<file path="src/rtl/gen_pkg.sv">
// Shared definitions for the iterative RV32M divide/remainder unit.
package gen_pkg;
    localparam int XLEN  = 32;
    localparam int CNT_W = 5;

    typedef enum logic [1:0] {
        OP_DIV  = 2'b00,
        OP_DIVU = 2'b01,
        OP_REM  = 2'b10,
        OP_REMU = 2'b11
    } op_e;

    typedef enum logic [1:0] {
        IDLE = 2'b00,
        CALC = 2'b01,
        FIX  = 2'b10
    } state_e;
endpackage

</file>
<file path="src/rtl/gen_div_step.sv">
// One restoring-division iteration: shift in the next dividend bit and trial-subtract.
module gen_div_step #(
    parameter int XLEN = 32
) (
    input  logic [XLEN-1:0] rem,
    input  logic [XLEN-1:0] quo,
    input  logic [XLEN-1:0] divisor,
    output logic [XLEN-1:0] next_rem,
    output logic [XLEN-1:0] next_quo
);
    logic [XLEN:0] w_shift;
    logic [XLEN:0] w_diff;

    always_comb begin
        w_shift = {rem, quo[XLEN-1]};
        w_diff  = w_shift - {1'b0, divisor};
        // A failed trial leaves a partial remainder below the divisor, so it fits XLEN bits.
        if (!w_diff[XLEN]) begin
            next_rem = w_diff[XLEN-1:0];
            next_quo = {quo[XLEN-2:0], 1'b1};
        end else begin
            next_rem = w_shift[XLEN-1:0];
            next_quo = {quo[XLEN-2:0], 1'b0};
        end
    end
endmodule

</file>
<file path="src/rtl/gen_div.sv">
// RV32M DIV/DIVU/REM/REMU unit: one quotient bit per clock, result on the register-file write port.
module gen_div #(
    parameter int XLEN  = 32,
    parameter int CNT_W = 5
) (
    input  logic            m_clock,
    input  logic            rst_n,
    input  logic            start,
    input  logic            kill,
    input  logic [1:0]      op,
    input  logic [4:0]      rd_in,
    input  logic [XLEN-1:0] a,
    input  logic [XLEN-1:0] b,
    output logic            busy,
    output logic            rd,
    output logic [4:0]      rd_n,
    output logic [XLEN-1:0] wd
);
    import gen_pkg::*;

    state_e            r_state, w_next;
    logic [CNT_W-1:0]  r_cnt;
    logic [1:0]        r_op;
    logic [4:0]        r_rdidx;
    logic [XLEN-1:0]   r_rem, r_quo, r_div;
    logic              r_neg_q, r_neg_r;
    logic              r_busy, r_rd;
    logic [4:0]        r_rdn;
    logic [XLEN-1:0]   r_wd;

    logic              w_signed, w_div0, w_ovf, w_special;
    logic [XLEN-1:0]   w_abs_a, w_abs_b;
    logic [XLEN-1:0]   w_step_rem, w_step_quo;
    logic [XLEN-1:0]   w_q_fix, w_r_fix, w_result;

    gen_div_step #(.XLEN(XLEN)) u_step (
        .rem      (r_rem),
        .quo      (r_quo),
        .divisor  (r_div),
        .next_rem (w_step_rem),
        .next_quo (w_step_quo)
    );

    always_comb begin
        w_signed  = (op == OP_DIV) || (op == OP_REM);
        w_div0    = (b == '0);
        w_ovf     = w_signed && (a == {1'b1, {(XLEN-1){1'b0}}}) && (b == '1);
        w_special = w_div0 || w_ovf;
        w_abs_a   = (w_signed && a[XLEN-1]) ? -a : a;
        w_abs_b   = (w_signed && b[XLEN-1]) ? -b : b;
        w_q_fix   = r_neg_q ? -r_quo : r_quo;
        w_r_fix   = r_neg_r ? -r_rem : r_rem;
        w_result  = r_op[1] ? w_r_fix : w_q_fix;
    end

    always_comb begin
        w_next = r_state;
        case (r_state)
            IDLE: if (start && !kill) w_next = w_special ? FIX : CALC;
            CALC: begin
                if (kill)
                    w_next = IDLE;
                else if (r_cnt == '1)
                    w_next = FIX;
            end
            FIX:     w_next = IDLE;
            default: w_next = IDLE;
        endcase
    end

    always_ff @(posedge m_clock or negedge rst_n) begin
        if (!rst_n) begin
            r_state <= IDLE;
            r_busy  <= 1'b0;
            r_rd    <= 1'b0;
        end else begin
            r_state <= w_next;
            r_busy  <= (w_next != IDLE);
            r_rd    <= (r_state == FIX) && !kill && (r_rdidx != '0);
        end
    end

    always_ff @(posedge m_clock or negedge rst_n) begin
        if (!rst_n) begin
            r_cnt   <= '0;
            r_op    <= '0;
            r_rdidx <= '0;
            r_rem   <= '0;
            r_quo   <= '0;
            r_div   <= '0;
            r_neg_q <= 1'b0;
            r_neg_r <= 1'b0;
            r_rdn   <= '0;
            r_wd    <= '0;
        end else begin
            case (r_state)
                IDLE: if (start && !kill) begin
                    r_op    <= op;
                    r_rdidx <= rd_in;
                    r_cnt   <= '0;
                    r_div   <= w_abs_b;
                    // Specials preload the final result with no sign correction left to apply.
                    if (w_div0) begin
                        r_quo   <= '1;
                        r_rem   <= a;
                        r_neg_q <= 1'b0;
                        r_neg_r <= 1'b0;
                    end else if (w_ovf) begin
                        r_quo   <= a;
                        r_rem   <= '0;
                        r_neg_q <= 1'b0;
                        r_neg_r <= 1'b0;
                    end else begin
                        r_quo   <= w_abs_a;
                        r_rem   <= '0;
                        r_neg_q <= w_signed && (a[XLEN-1] ^ b[XLEN-1]);
                        r_neg_r <= w_signed && a[XLEN-1];
                    end
                end
                CALC: if (!kill) begin
                    r_rem <= w_step_rem;
                    r_quo <= w_step_quo;
                    r_cnt <= r_cnt + 1'b1;
                end
                FIX: if (!kill) begin
                    r_wd  <= w_result;
                    r_rdn <= r_rdidx;
                end
                default: ;
            endcase
        end
    end

    assign busy = r_busy;
    assign rd   = r_rd;
    assign rd_n = r_rdn;
    assign wd   = r_wd;
endmodule

</file>
<file path="config.mk">
export PLATFORM = sky130hd
export DESIGN_NAME = gen_div
export DESIGN_NICKNAME = d
export VERILOG_FILES = /design/src/rtl/gen_pkg.sv /design/src/rtl/gen_div_step.sv /design/src/rtl/gen_div.sv
export SDC_FILE = /design/constraint.sdc
export NUM_CORES = 1
export LEC_CHECK = 0
export CAP_MARGIN = 40
export CORE_MARGIN = 1
export CORE_UTILIZATION = 55
export DETAILED_ROUTE_END_ITERATION = 7
export PLACE_DENSITY = 0.77
export SYNTH_ARGS = -nofsm -noshare
export SYNTH_HDL_FRONTEND = slang
export SYNTH_SLANG_ARGS = --single-unit
export TNS_END_PERCENT = 5
</file>
<file path="constraint.sdc">
create_clock -name m_clock -period 5.2 [get_ports m_clock]
set_input_delay 1.04 -clock m_clock [delete_from_list [all_inputs] [get_ports m_clock]]
set_output_delay 1.04 -clock m_clock [all_outputs]
set_load 0.01 [all_outputs]
</file>
==> results.md, run 1 <==
* Crit path max-delay family: simple AND/OR/NAND/NOR gates
* CTS Root Cell: clkbuf_16
* CP Max Fanout at 15
* Clock Skew at 11.7 ps
* Antenna-violating nets left at 0
* Critical-path cell list: clkdlybuf4s50_1, inv_1, ha_1, or3b_2, nor3_1, nand4_1, o21a_1, o21ai_0, xnor2_1, o22ai_1, a21oi_1
* Iteration-0 DRC count of the detailed router at 966
* CTS tree: done
* Synthesized instance count at 1420
* Ant diodes at 0
* Hold Vio Cnt, Final at 0
* Leading cell type in the layout, fill and taps excluded: nand2_1
* Num CTS Buffers at 17
* Slew HR at 38.3%
* Pre-antenna DRT Iters at 6
* TNS Setup at 0 ps
* DR vias/cell at 6.11
* Crit-path max cell delay at 500 ps
* Post-route clock period utilization at 70.8%
* Routability congestion estimate at 0.963
* Number of primary I/O pins at 114
* Largest net degree at the start of global routing at 72
* Final setup fails at 0
* RSZ-0062 raised after global routing: no
* Hold Crit Depth at 2
* Critical path launch point type: primary input
* Routed len/inst at 18.3 µm
* CTS Hold Bufs at 0
* Synth unique cells at 84
* R2R Path Start: r_quo[31]$_DFFE_PN0P_
* Final Max Tran Viols at 0
* Clock-pin slew on the worst setup and hold paths at 70 ps
* Hold path endpoint: rd_n[4]$_DFFE_PN0P_
* Max VDD drop at 0.235 mV
* H-tree levels at 4
* Worst min path class: flip-flop to flip-flop
* Post-synth EDFFs at 0
* Pwr/cell area at 481 nW/µm²
* Worst setup EP type: flip-flop
* CP arrival at 4040 ps
* Seq/Total Area, Yosys at 32.7%
* Vias in the first global route at 10098
* Final wirelength at 32700 µm
* GR Util All Layers at 31.2%
* Core Area at 20400 µm²
* Reg2Reg Depth at 12
* First-pass GRT wire length at 53200 µm
* Yosys warns at 0
* Worst-margin pin slew at 926 ps
* Port Buffers at 113
* Total gr overflow at 0
* MaxCap Viol Count at 0
* Area of the mapped netlist at 11500 µm²
* Die width at 146 µm
* Hold_ws at 474 ps
* Die H at 146 µm
* Mapped Avg Cell Area at 8.08 µm²
* Period minus WS final at 3680 ps
* Status: completed
* Maximum root-to-sink buffer count at 2
* Final nets at 1615
* Buf/Inv on CP at 2
* Fmax achieved at 272 MHz
* Async S/R FF share, synth at 100%
* Synth Register Bits at 150
* Design Area, Final at 13300 µm²
* # fillers at 1847
* # Post-CTS Setup Buffers at 0
* Initial core utilization at 56.3%
* Initial antenna violation count at 0
* Leakage at 5.34 nW
* Overall die area at 21400 µm²
* Clock tree sinks at 150
* Critical path type: primary input to flip-flop
* Hold wc startpoint: rd_n[4]$_DFFE_PN0P_
* PostCTS Resize Cnt at 0
* Residual DRC at 0
* Worst path slowest cell: clkdlybuf4s50_1
* Post-DP HPWL at 25200 µm
* Rows at 52
* Synth Flop Type: dfrtp_1
* Critical R2R Capture: r_rem[21]$_DFFE_PN0P_
* Area delta synth->final at 16.2%
* Most frequent cells in the layout: nand2_1, dfrtp_1, o21ai_0, a21oi_1, clkdlybuf4s50_1
* Worst-Skew Late Latency at 430 ps
* Required time of the critical path at 5560 ps
* Layout cells sized above 1 at 5.82%
* Cell Area, Placed at 12700 µm²
* R2R Setup Slk at 1550 ps
* Syn_nets at 1535
* DR vias at 10895
-- flip-flops by register name, summed over array words and instances, names as in the netlist --
| name | count |
|---|---|
| r_div | 32 |
| r_quo | 32 |
| r_rem | 32 |
| wd | 32 |
| r_cnt | 5 |
| r_rdidx | 5 |
| rd_n | 5 |
| r_state | 2 |
| busy | 1 |
| r_neg_q | 1 |
| r_neg_r | 1 |
| r_op | 1 |
| rd | 1 |
-- Yosys cell counts (9+ instances only) --
| master | count | area [µm²] |
|---|---|---|
| o31ai_1 | 32 | 240 |
| xor2_1 | 77 | 674 |
| nand4_1 | 19 | 119 |
| clkbuf_1 | 52 | 195 |
| a31oi_1 | 15 | 93.8 |
| nand3_1 | 24 | 120 |
| nor4_1 | 16 | 100 |
| or3_1 | 32 | 200 |
| o21ai_0 | 140 | 701 |
| ha_1 | 39 | 488 |
| a21oi_1 | 123 | 616 |
| nor2_1 | 107 | 402 |
| mux2i_1 | 11 | 110 |
| inv_1 | 56 | 210 |
| xnor2_1 | 68 | 596 |
| nand2_1 | 193 | 724 |
| a21o_1 | 13 | 97.6 |
| o22ai_1 | 20 | 125 |
| nor3_1 | 29 | 145 |
| o221ai_1 | 9 | 78.8 |
| dfrtp_1 | 150 | 3750 |
| o41ai_1 | 14 | 123 |
| or4_1 | 11 | 82.6 |
-- per-stage QoR --
| step | std cells | total power (W) | setup WS (ps) | utilization, % |
|---|---|---|---|---|
| 5_1_grt | 1783 | 0.00686 | 1320 | 65.5 |
| 4_1_cts | 1782 | 0.00634 | 1540 | 65.3 |
| 3_5_place_dp | 1750 | 0.00513 | 1090 | 62.6 |
| 6_report | 1783 | 0.00641 | 1520 | 65.5 |
| 3_3_place_gp | 1748 | 0.00509 | 1190 | 62.5 |
| 2_1_floorplan | 1420 | 0.00422 | 2080 | - |
-- kinds of logic after synthesis --
group	share of synthesized area, %
XOR/XNOR	11.1
flip-flops	32.7
AND/OR/NAND/NOR	21.6
multiplexers	1.25
buffers and inverters	5.20
AO/OA/AOI/OAI	23.7
adder cells (fa/ha/maj)	4.43
-- per-layer routing --
| metal | global-route usage [%] | vias up | part of all wire (%) |
|---|---|---|---|
| met2 | 51.0 | 445 | 46 |
| met4 | 12.0 | 0 | 3.1 |
| met1 | 42.3 | 5075 | 44 |
| met3 | 3.75 | 64 | 6.4 |
| met5 | 0 | - | 0 |
| li1 | - | 5311 | - |
-- layout make-up --
| class | instances | area (µm²) | share of cell area (%) |
|---|---|---|---|
| multi-input cells | 1140 | 7140 | 53.5 |
| clock buffers | 17 | 425 | 3.19 |
| repair buffers | 134 | 1340 | 10.0 |
| flip-flops and latches | 150 | 3750 | 28.1 |
| inverters | 57 | 214 | 1.60 |
| well taps | 270 | 338 | 2.53 |
| clock inverters | 15 | 133 | 0.995 |
-- power breakdown --
group / switching (W) / internal (W)
clock: 0.000560 / 0.000629
combinational: 0.00193 / 0.00137
sequential: 0.000504 / 0.00142
-- how the worst max path moves through the flow --
stage                             to  slack, ps  depth (start not counted)             startpoint
5_1_grt         r_rem[2]$_DFFE_PN0P_       1320                         12  r_quo[31]$_DFFE_PN0P_
4_1_cts        r_div[29]$_DFFE_PN0P_       1540                          8                   b[2]
6_report        r_quo[7]$_DFFE_PN0P_       1520                         11                   a[0]
2_1_floorplan  r_quo[15]$_DFFE_PN0P_       2080                          8                   b[2]
3_3_place_gp   r_quo[15]$_DFFE_PN0P_       1190                          9                  a[17]
3_5_place_dp   r_div[29]$_DFFE_PN0P_       1090                          8                   b[2]
-- worst min-delay path: stages, from the launching register on --
cell and delay [ps]:
dfrtp_1 340, nand2_1 50, nand2_1 50
(Power assumes the default switching activity.)
==> run 2: changes to the inputs <==
--- a/config.mk
+++ b/config.mk
@@ -7,9 +7,9 @@
 export LEC_CHECK = 0
 export CAP_MARGIN = 40
 export CORE_MARGIN = 1
-export CORE_UTILIZATION = 55
+export CORE_UTILIZATION = 53
 export DETAILED_ROUTE_END_ITERATION = 7
-export PLACE_DENSITY = 0.77
+export PLACE_DENSITY = 0.78
 export SYNTH_ARGS = -nofsm -noshare
 export SYNTH_HDL_FRONTEND = slang
 export SYNTH_SLANG_ARGS = --single-unit
==> constraint.sdc (replaced) <==
create_clock -name m_clock -period 3.2 [get_ports m_clock]
set_input_delay 0.64 -clock m_clock [delete_from_list [all_inputs] [get_ports m_clock]]
set_output_delay 0.64 -clock m_clock [all_outputs]
set_load 0.01 [all_outputs]
==> run 2 against run 1 <==
Die area grew 3.7%. Total power grew 75%. Routed wire length grew 5.4%. Sequential share of layout area shrank 2.1 points. Highest routed layer unchanged. Largest power group unchanged. Clock power grew 69%.
==> results.md, run 2 (synthesis gave the netlist of run 1 again) <==
* Status: completed
* Leading cell type in the layout, fill and taps excluded: nand2_1
* Worst setup EP type: flip-flop
* Worst path slowest cell: fa_1
* CP Max Fanout at 7
* Layout cells sized above 1 at 13.5%
* Pre-antenna DRT Iters at 5
* Critical path launch point type: flip-flop
* Iteration-0 DRC count of the detailed router at 1059
* Final Max Tran Viols at 0
* M2 GR Usage at 51.8%
* Clock Skew at 7.78 ps
* Number of primary I/O pins at 114
* Die H at 149 µm
* GR Util All Layers at 31.7%
* Num CTS Buffers at 17
* Core Area at 21200 µm²
* Pint at 0.00617 W
* Port Buffers at 113
* Period minus WS final at 3070 ps
* Buf/Inv on CP at 3
* Final Core Density at 68.1%
* Antenna-violating nets left at 0
* Initial core utilization at 54.2%
* CTS Hold Bufs at 0
* CTS tree: done
* Slew HR at 36.7%
* Critical path type: flip-flop to flip-flop
* Worst-margin pin slew at 950 ps
* Overall die area at 22200 µm²
* MaxCap Viol Count at 0
* Maximum root-to-sink buffer count at 2
* Final wirelength at 34500 µm
* Largest net degree at the start of global routing at 62
* Fmax achieved at 326 MHz
* Residual DRC at 0
* Final setup fails at 0
* CTS Root Cell: clkbuf_16
* Sw Share at 45.0%
* Worst-Skew Late Latency at 430 ps
* Clock share of power at 17.9%
* Clock tree sinks at 150
* Crit-path max cell delay at 400 ps
* Clock-pin slew on the worst setup and hold paths at 70 ps
* Worst min path class: primary input to async pin
* Post-route clock period utilization at 95.8%
* Final nets at 1747
* H-tree levels at 4
* Final worst slack at 135 ps
* Setup Slack @ Placement at -209 ps
* Ant diodes at 0
* DR vias at 11566
* Most used cell, CP: buf_4
* Routed len/inst at 18.0 µm
* Leakage at 6.00 nW
* Initial antenna violation count at 0
* Sequential share of power at 25.4%
* CP arrival at 3360 ps
* Hold Vio Cnt, Final at 0
* GRT Max-Usage Layer: met2
* Design Power at 0.0112 W
* Required time of the critical path at 3500 ps
* RSZ-0062 raised after global routing: no
* Crit path max-delay family: simple AND/OR/NAND/NOR gates
* Pwr/cell area at 778 nW/µm²
* Die width at 149 µm
* Total gr overflow at 0
* Critical-path cell list: inv_1, ha_1, fa_1, nor2b_1, o2111ai_1, a21boi_1, buf_4, o21ai_2, and4b_2, nor2_2, buf_4, mux2i_1, a31oi_1
* Most frequent cells in the layout: nand2_1, dfrtp_1, buf_4, o21ai_0, a21oi_1
* TNS Setup at 0 ps
* Comb pwr share at 56.7%
* Routability congestion estimate at 1.01
* Global Route met3 Usage at 3.88%
* GRT met1 Usage at 42.1%
* Rows at 53
* Post-DP HPWL at 27000 µm
* Vias in the first global route at 10671
* First-pass GRT wire length at 54700 µm
* Switch Pwr at 0.00504 W
* DR vias/cell at 6.02
* Max VDD drop at 0.370 mV
* Area delta synth->final at 25.5%
[run 2: per-stage QoR]
| stage | cell area (µm²) | hold WS, ps | instances |
|---|---|---|---|
| final | 14400 | 137 | 1920 |
| after global routing | 14400 | 174 | 1920 |
| after CTS | 14400 | 160 | 1920 |
| after detailed placement | 13800 | 462 | 1888 |
| after global placement | 13800 | 457 | 1888 |
| after floorplan | 11500 | 344 | 1420 |
[run 2: cell type report]
class / count / area [µm²]
multi-input combinational: 1140 / 7150
fill: 1802 / 6760
sequential: 150 / 3750
timing repair buffer: 266 / 2360
clock buffer: 17 / 425
tap: 275 / 344
inverter: 57 / 214
clock inverter: 15 / 155
[run 2: power by group through the flow]
stage | registers (W) | clock network, W | logic [W]
final | 0.00284 | 0.00201 | 0.00635
after global routing | 0.00288 | 0.00210 | 0.00693
after CTS | 0.00281 | 0.00202 | 0.00621
after detailed placement | 0.00285 | 0 | 0.00615
after global placement | 0.00283 | 0 | 0.00605
after floorplan | 0.00277 | 0 | 0.00409
[run 2: final timing paths]
kind / start / end / cells after the start / slack [ps]
min in group m_clock: rd_n[1]$_DFFE_PN0P_ / rd_n[1]$_DFFE_PN0P_ / 2 / 470
worst min-delay path: rst_n / wd[8]$_DFFE_PN0P_ / 1 / 140
max in group asynchronous: rst_n / wd[30]$_DFFE_PN0P_ / 2 / 2150
worst max-delay path: r_quo[31]$_DFFE_PN0P_ / r_rem[26]$_DFFE_PN0P_ / 13 / 130
worst min register to register: rd_n[1]$_DFFE_PN0P_ / rd_n[1]$_DFFE_PN0P_ / 2 / 470
worst max register to register: r_quo[31]$_DFFE_PN0P_ / r_rem[26]$_DFFE_PN0P_ / 13 / 130
[run 2: timing repair]
| action | CTS | global route |
|---|---|---|
| resized for setup | 0 | 4 |
| buffers inserted | 0 | 0 |
| setup endpoints to repair | 0 | 29 |
[run 2: layer usage]
layer | wire length (µm) | vias up
li1 | - | 5575
met4 | 1250 | 0
met3 | 2460 | 83
met5 | 0 | -
met2 | 15800 | 548
met1 | 15000 | 5360
